`config.mk`:
```
export PLATFORM = sky130hd
export DESIGN_NAME = ls_responder
export DESIGN_NICKNAME = d
export VERILOG_FILES = /design/src/rtl/ls_pkg.sv /design/src/rtl/ls_beat_pack.sv /design/src/rtl/ls_responder.sv
export SDC_FILE = /design/constraint.sdc
export NUM_CORES = 1
export LEC_CHECK = 0
export CAP_MARGIN = 20
export CORE_MARGIN = 1
export CORE_UTILIZATION = 30
export DETAILED_ROUTE_END_ITERATION = 10
export GPL_TIMING_DRIVEN = 0
export PLACE_DENSITY = 0.58
export SYNTH_ARGS = -nofsm -noshare
export SYNTH_HDL_FRONTEND = slang
export SYNTH_SLANG_ARGS = --single-unit
```
`constraint.sdc`:
```
create_clock -name clk -period 12 [get_ports clk]
set_input_delay 3 -clock clk [delete_from_list [all_inputs] [get_ports clk]]
set_output_delay 3 -clock clk [all_outputs]
set_load 0.02 [all_outputs]
```
`src/rtl/ls_pkg.sv`:
```
// Local-store responder shared types and constants.
// State encoding, beat geometry and alignment masks.
package ls_pkg;

   localparam int LS_BEAT_W   = 32;
   localparam int LS_QW_W     = 128;
   localparam int LS_BEATS_QW = 4;
   localparam int LS_SLOT_W   = 2;

   localparam logic [3:0] LS_WORD_MASK = 4'h3;
   localparam logic [3:0] LS_QW_MASK   = 4'hF;

   // Word requests live in the low slot so a single beat lands in [31:0].
   localparam logic [LS_SLOT_W-1:0] LS_WORD_SLOT = 2'd3;

   typedef enum logic [1:0] {
      IDLE,
      ISSUE,
      LAST,
      RESP
   } ls_state_e;

   function automatic logic ls_misaligned(
      input logic       qw,
      input logic [3:0] lsb
   );
      logic [3:0] mask;
      mask = qw ? LS_QW_MASK : LS_WORD_MASK;
      return (lsb & mask) != 4'h0;
   endfunction

endpackage

```
`src/rtl/ls_beat_pack.sv`:
```
// Big-endian 128-bit <-> 32-bit beat slicing for the local store.
// Slot 0 is data[127:96], slot 3 is data[31:0].
module ls_beat_pack
   import ls_pkg::*;
(
   input  logic [LS_SLOT_W-1:0] wr_slot_i,
   input  logic [LS_QW_W-1:0]   wdata_i,
   output logic [LS_BEAT_W-1:0] wbeat_o,
   input  logic                 ins_en_i,
   input  logic [LS_SLOT_W-1:0] ins_slot_i,
   input  logic [LS_BEAT_W-1:0] rbeat_i,
   input  logic [LS_QW_W-1:0]   rdata_i,
   output logic [LS_QW_W-1:0]   rdata_o
);

   always_comb begin
      wbeat_o = '0;
      unique case (wr_slot_i)
         2'd0: wbeat_o = wdata_i[127:96];
         2'd1: wbeat_o = wdata_i[95:64];
         2'd2: wbeat_o = wdata_i[63:32];
         2'd3: wbeat_o = wdata_i[31:0];
      endcase
   end

   always_comb begin
      rdata_o = rdata_i;
      if (ins_en_i) begin
         unique case (ins_slot_i)
            2'd0: rdata_o[127:96] = rbeat_i;
            2'd1: rdata_o[95:64]  = rbeat_i;
            2'd2: rdata_o[63:32]  = rbeat_i;
            2'd3: rdata_o[31:0]   = rbeat_i;
         endcase
      end
   end

endmodule

```
`src/rtl/ls_responder.sv`:
```
// Local-store responder: serialises word/quadword requests into
// 32-bit beats on a single-port synchronous SRAM.
module ls_responder
   import ls_pkg::*;
#(
   parameter int ADDR_W = 18
) (
   input  logic                 clk,
   input  logic                 reset,
   input  logic                 req_valid,
   output logic                 req_ready,
   input  logic                 req_write,
   input  logic                 req_qw,
   input  logic [ADDR_W-1:0]    req_addr,
   input  logic [LS_QW_W-1:0]   req_wdata,
   output logic                 rsp_valid,
   input  logic                 rsp_ready,
   output logic [LS_QW_W-1:0]   rsp_data,
   output logic                 rsp_err,
   output logic                 sram_en,
   output logic                 sram_we,
   output logic [ADDR_W-3:0]    sram_addr,
   output logic [LS_BEAT_W-1:0] sram_wdata,
   input  logic [LS_BEAT_W-1:0] sram_rdata
);

   ls_state_e state_q, state_d;

   logic [LS_SLOT_W-1:0] beat_q, beat_d;
   logic [ADDR_W-3:0]    waddr_q, waddr_d;
   logic                 write_q, write_d;
   logic                 qw_q, qw_d;
   logic                 err_q, err_d;
   logic [LS_QW_W-1:0]   wdata_q, wdata_d;
   logic [LS_QW_W-1:0]   rdata_q, rdata_d;
   logic                 pend_q, pend_d;
   logic [LS_SLOT_W-1:0] pslot_q, pslot_d;

   logic [LS_SLOT_W-1:0] slot;
   logic [LS_BEAT_W-1:0] wbeat;
   logic [LS_QW_W-1:0]   rdata_ins;
   logic                 last_beat;

   assign slot      = qw_q ? beat_q : LS_WORD_SLOT;
   assign last_beat = ~qw_q | (beat_q == LS_SLOT_W'(LS_BEATS_QW - 1));

   ls_beat_pack u_pack (
      .wr_slot_i  (slot),
      .wdata_i    (wdata_q),
      .wbeat_o    (wbeat),
      .ins_en_i   (pend_q),
      .ins_slot_i (pslot_q),
      .rbeat_i    (sram_rdata),
      .rdata_i    (rdata_q),
      .rdata_o    (rdata_ins)
   );

   always_ff @(posedge clk or posedge reset) begin
      if (reset) begin
         state_q <= IDLE;
         beat_q  <= '0;
         waddr_q <= '0;
         write_q <= 1'b0;
         qw_q    <= 1'b0;
         err_q   <= 1'b0;
         wdata_q <= '0;
         rdata_q <= '0;
         pend_q  <= 1'b0;
         pslot_q <= '0;
      end else begin
         state_q <= state_d;
         beat_q  <= beat_d;
         waddr_q <= waddr_d;
         write_q <= write_d;
         qw_q    <= qw_d;
         err_q   <= err_d;
         wdata_q <= wdata_d;
         rdata_q <= rdata_d;
         pend_q  <= pend_d;
         pslot_q <= pslot_d;
      end
   end

   always_comb begin
      state_d = state_q;
      beat_d  = beat_q;
      waddr_d = waddr_q;
      write_d = write_q;
      qw_d    = qw_q;
      err_d   = err_q;
      wdata_d = wdata_q;
      rdata_d = rdata_ins;
      pend_d  = 1'b0;
      pslot_d = slot;

      req_ready  = 1'b0;
      rsp_valid  = 1'b0;
      rsp_data   = '0;
      rsp_err    = 1'b0;
      sram_en    = 1'b0;
      sram_we    = 1'b0;
      sram_addr  = '0;
      sram_wdata = '0;

      unique case (state_q)
         IDLE: begin
            req_ready = 1'b1;
            if (req_valid) begin
               waddr_d = req_addr[ADDR_W-1:2];
               write_d = req_write;
               qw_d    = req_qw;
               wdata_d = req_wdata;
               beat_d  = '0;
               rdata_d = '0;
               if (ls_misaligned(req_qw, req_addr[3:0])) begin
                  err_d   = 1'b1;
                  state_d = RESP;
               end else begin
                  state_d = ISSUE;
               end
            end
         end
         ISSUE: begin
            sram_en    = 1'b1;
            sram_we    = write_q;
            // Aligned base has zero low bits, so OR never carries.
            sram_addr  = waddr_q | {{(ADDR_W-4){1'b0}}, beat_q};
            sram_wdata = write_q ? wbeat : '0;
            pend_d     = ~write_q;
            if (last_beat) begin
               beat_d  = '0;
               state_d = LAST;
            end else begin
               beat_d = beat_q + 1'b1;
            end
         end
         LAST: begin
            state_d = RESP;
         end
         RESP: begin
            rsp_valid = 1'b1;
            rsp_data  = rdata_q;
            rsp_err   = err_q;
            if (rsp_ready) begin
               rdata_d = '0;
               err_d   = 1'b0;
               state_d = IDLE;
            end
         end
      endcase
   end

endmodule
```
==> results.toml <==
[status]
status = "finished, final reports clean"

[die]
initial_core_util_pct = 30.7
ios = 365
rows = 75
fp.dieW_um = 210
die_h_um = 210
dieArea_um2 = 44000
core_area_um2 = 42200

[power_and_ir_drop]
cellPowerDensity_nw_per_um2 = 227
leakagePower_nw = 7.54
ir_worst_vdd_mv = 0.140

[clock_tree]
path_clk_slew_ps = 60
max-clock-path-buffers = 3
clkSinkCount = 282
cts_setup_buffers = 0
cts_resized = 0
cts-root-buf = "clkbuf_16"
htreeDepth = 2
clk_latency_ps = 550
cts_hold_buffers = 0
cts_made_buffers = 35
cts_tree = "done"

[worst_hold_path]
hold_path.class = "flop to flop"
hold_start = "waddr_q[3]"

[synth]
ys_async_sr_fraction_pct = 100
yosys_warnings = 0
synth_edf_count = 0
syn_inst = 1234
synth_ff_type = "dfrtp_1"
synth_nets = 1423
ys_types = 35
ys_ff_latch = 282
seq_area_frac_synth_pct = 54.5
syn_area_um2 = 13000
avgSynthCellArea_um2 = 10.5

[timing]
finalMaxSlewViolations = 0
fin_crit_sh_pct = 53.0
tightest_slew_ps = 761
hold_viol = 0
slew_headroom_pct = 49.3
fmax_mhz = 157
skew_ps = 15.3
rsz0062_at_grt = "false"
worst_slack_ps = 5640
min_period_ps = 6360
hold_slack_ps = 482
finalSetupViolCount = 0

[global_route]
grt_pass1_wl_um = 66900
grt_max_degree = 126
grt_pass1_vias = 11200
antenna_found_initial = 5
gr-total-overflow = 0
grt_usage_pct = 19.8

[critical_path]
rr_endpoint = "wdata_q[60]"
crit_chain = "inv_1 -> ha_1 -> and2_1 -> clkbuf_1 -> o21ai_0 -> a221oi_1 -> clkdlybuf4s50_1"
r2r_slack_ps = 9710
crit_family = "buffers and inverters"
r2r-start = "state_q[0]"
crit_path_end = "sram_wdata[20]"
cp.required_ps = 9000
reg2reg_depth = 6
start_kind = "flop"
crit_start = "state_q[1]"
worstSetupPathType = "flop to output port"
cp.depth = 7
cp.arrival_ps = 3360
worstPathMaxFanout = 10
max_stage_delay_ps = 720
worst-path-buf-inv = 3
worst_path_max_delay_cell = "clkdlybuf4s50_1"
crit_path_end_kind = "output port"

[final_layout]
diodes = 0
drive_gt1_share_pct = 13.7
syn_to_final_growth_pct = 43.0
num-nets-final = 1826

[detailed_routing]
postRouteAntennaNets = 0
drc = 0
num_vias = 10700
firstDrtPassIters = 4
drt_iter0_drc = 537
avgRoutedWirePerCell_um = 19.8
via_per_inst = 4.86
routed_wirelength_um = 43500

[place]
port_buffers = 364
preCtsSetupSlack_ps = 6260
place_congestion = 0.843
hpwl_um = 32200

[run]
drv_cap = 0
## routing by layer
metal / wire [µm] / global-route usage (%) / share of wire [%]
met1: 18300 / 24.2 / 42
met2: 20800 / 33.3 / 48
met3: 3560 / 6.28 / 8.2
met4: 828 / 6.04 / 1.9
met5: 42 / 0 / 0.096
## report_power, final
| part | switching, W | internal (W) | leakage (nW) |
|---|---|---|---|
| combinational | 0.000895 | 0.000686 | 3.36 |
| sequential | 0.000209 | 0.00131 | 3.60 |
| clock | 0.000432 | 0.000675 | 0.586 |
## layout by cell type (no fill, tap or decap), types with 2 or more instances in the layout
master / synthesis / final
a21oi_1: 130 / 130
a221oi_1: 32 / 32
and2_1: 144 / 144
and3_1: 2 / 2
and3b_1: 3 / 3
buf_16: 0 / 2
buf_2: 46 / 46
bufinv_16: 0 / 4
clkbuf_1: 52 / 58
clkbuf_16: 0 / 35
clkbuf_8: 0 / 8
clkdlybuf4s50_1: 0 / 364
clkinv_2: 0 / 4
dfrtp_1: 282 / 282
ha_1: 5 / 5
inv_1: 6 / 5
inv_6: 0 / 4
mux2_1: 27 / 27
mux2_2: 119 / 119
mux2i_1: 32 / 32
nand2_1: 258 / 258
nand2b_1: 3 / 3
nand3_1: 2 / 2
nand3b_1: 3 / 3
nor2_1: 2 / 2
nor2b_1: 3 / 3
o21a_1: 2 / 2
o21ai_0: 35 / 35
o22ai_1: 32 / 32
o31ai_1: 2 / 2
## registers in the layout, summed over array words and instances (netlist names)
signal / flops
write_q: 1
pslot_q: 2
err_q: 1
qw_q: 1
waddr_q: 16
beat_q: 2
wdata_q: 128
state_q: 2
pend_q: 1
rdata_q: 128
## cell families (layout without fill, tap and decap cells)
| kind of cell | count (synthesis) | after routing | synth area share, % |
|---|---|---|---|
| compound gates | 237 | 237 | 10.6 |
| fa+ha+maj | 5 | 5 | 0.483 |
| buf+inv | 106 | 534 | 3.60 |
| flops | 282 | 282 | 54.5 |
| mux | 178 | 178 | 15.2 |
| simple gates | 426 | 426 | 15.7 |
## area by class of cell
cell class	instances	area (µm²)
inverters	6	30.0
multi-input cells	846	5430
fillers	4137	23700
flip-flops and latches	282	7060
clock inverters	13	183
well taps	539	674
repair buffers	366	3700
clock buffers	49	1010
plain buffers	100	444
## through the flow
step	cell area, µm²	util (%)	TNS, ps	cells	power [W]
floorplan	13000	-	0	1234	0.00248
global placement	17300	40.9	-792170	2137	0.00309
detailed placement	17300	41.1	0	2139	0.00313
CTS	18500	43.9	0	2201	0.00425
global route	18500	43.9	0	2201	0.00446
finish	18500	43.9	0	2201	0.00421
## cell usage after synthesis (all sizes together) (3+ instances only)
master,instances,area [µm²]
and3b,3,26.3
o22ai,32,200
a21oi,130,651
dfrtp,282,7060
nand3b,3,22.5
nor2b,3,18.8
buf,48,249
mux2,146,1640
a221oi,32,280
o21ai,35,175
mux2i,32,320
clkbuf,52,195
nand2b,3,18.8
and2,144,901
inv,6,22.5
ha,5,62.6
nand2,258,968
## worst min path at each step
stage                     cells past startpoint         end
after floorplan                               1      pend_q
after global placement                        1  waddr_q[3]
after detailed placement                      1  waddr_q[2]
after CTS                                     1  waddr_q[2]
after global routing                          1  waddr_q[2]
final                                         1  waddr_q[3]
## worst reg2reg max path, delay by kind of cell (launching register included)
kind | cells | cell delay (ps)
muxes | 1 | 380
DFF | 1 | 380
adders and majority gates | 1 | 310
buffers and inverters | 3 | 930
and+or+nand+nor | 1 | 160
Note: power is estimated with default switching activity, not from simulation.
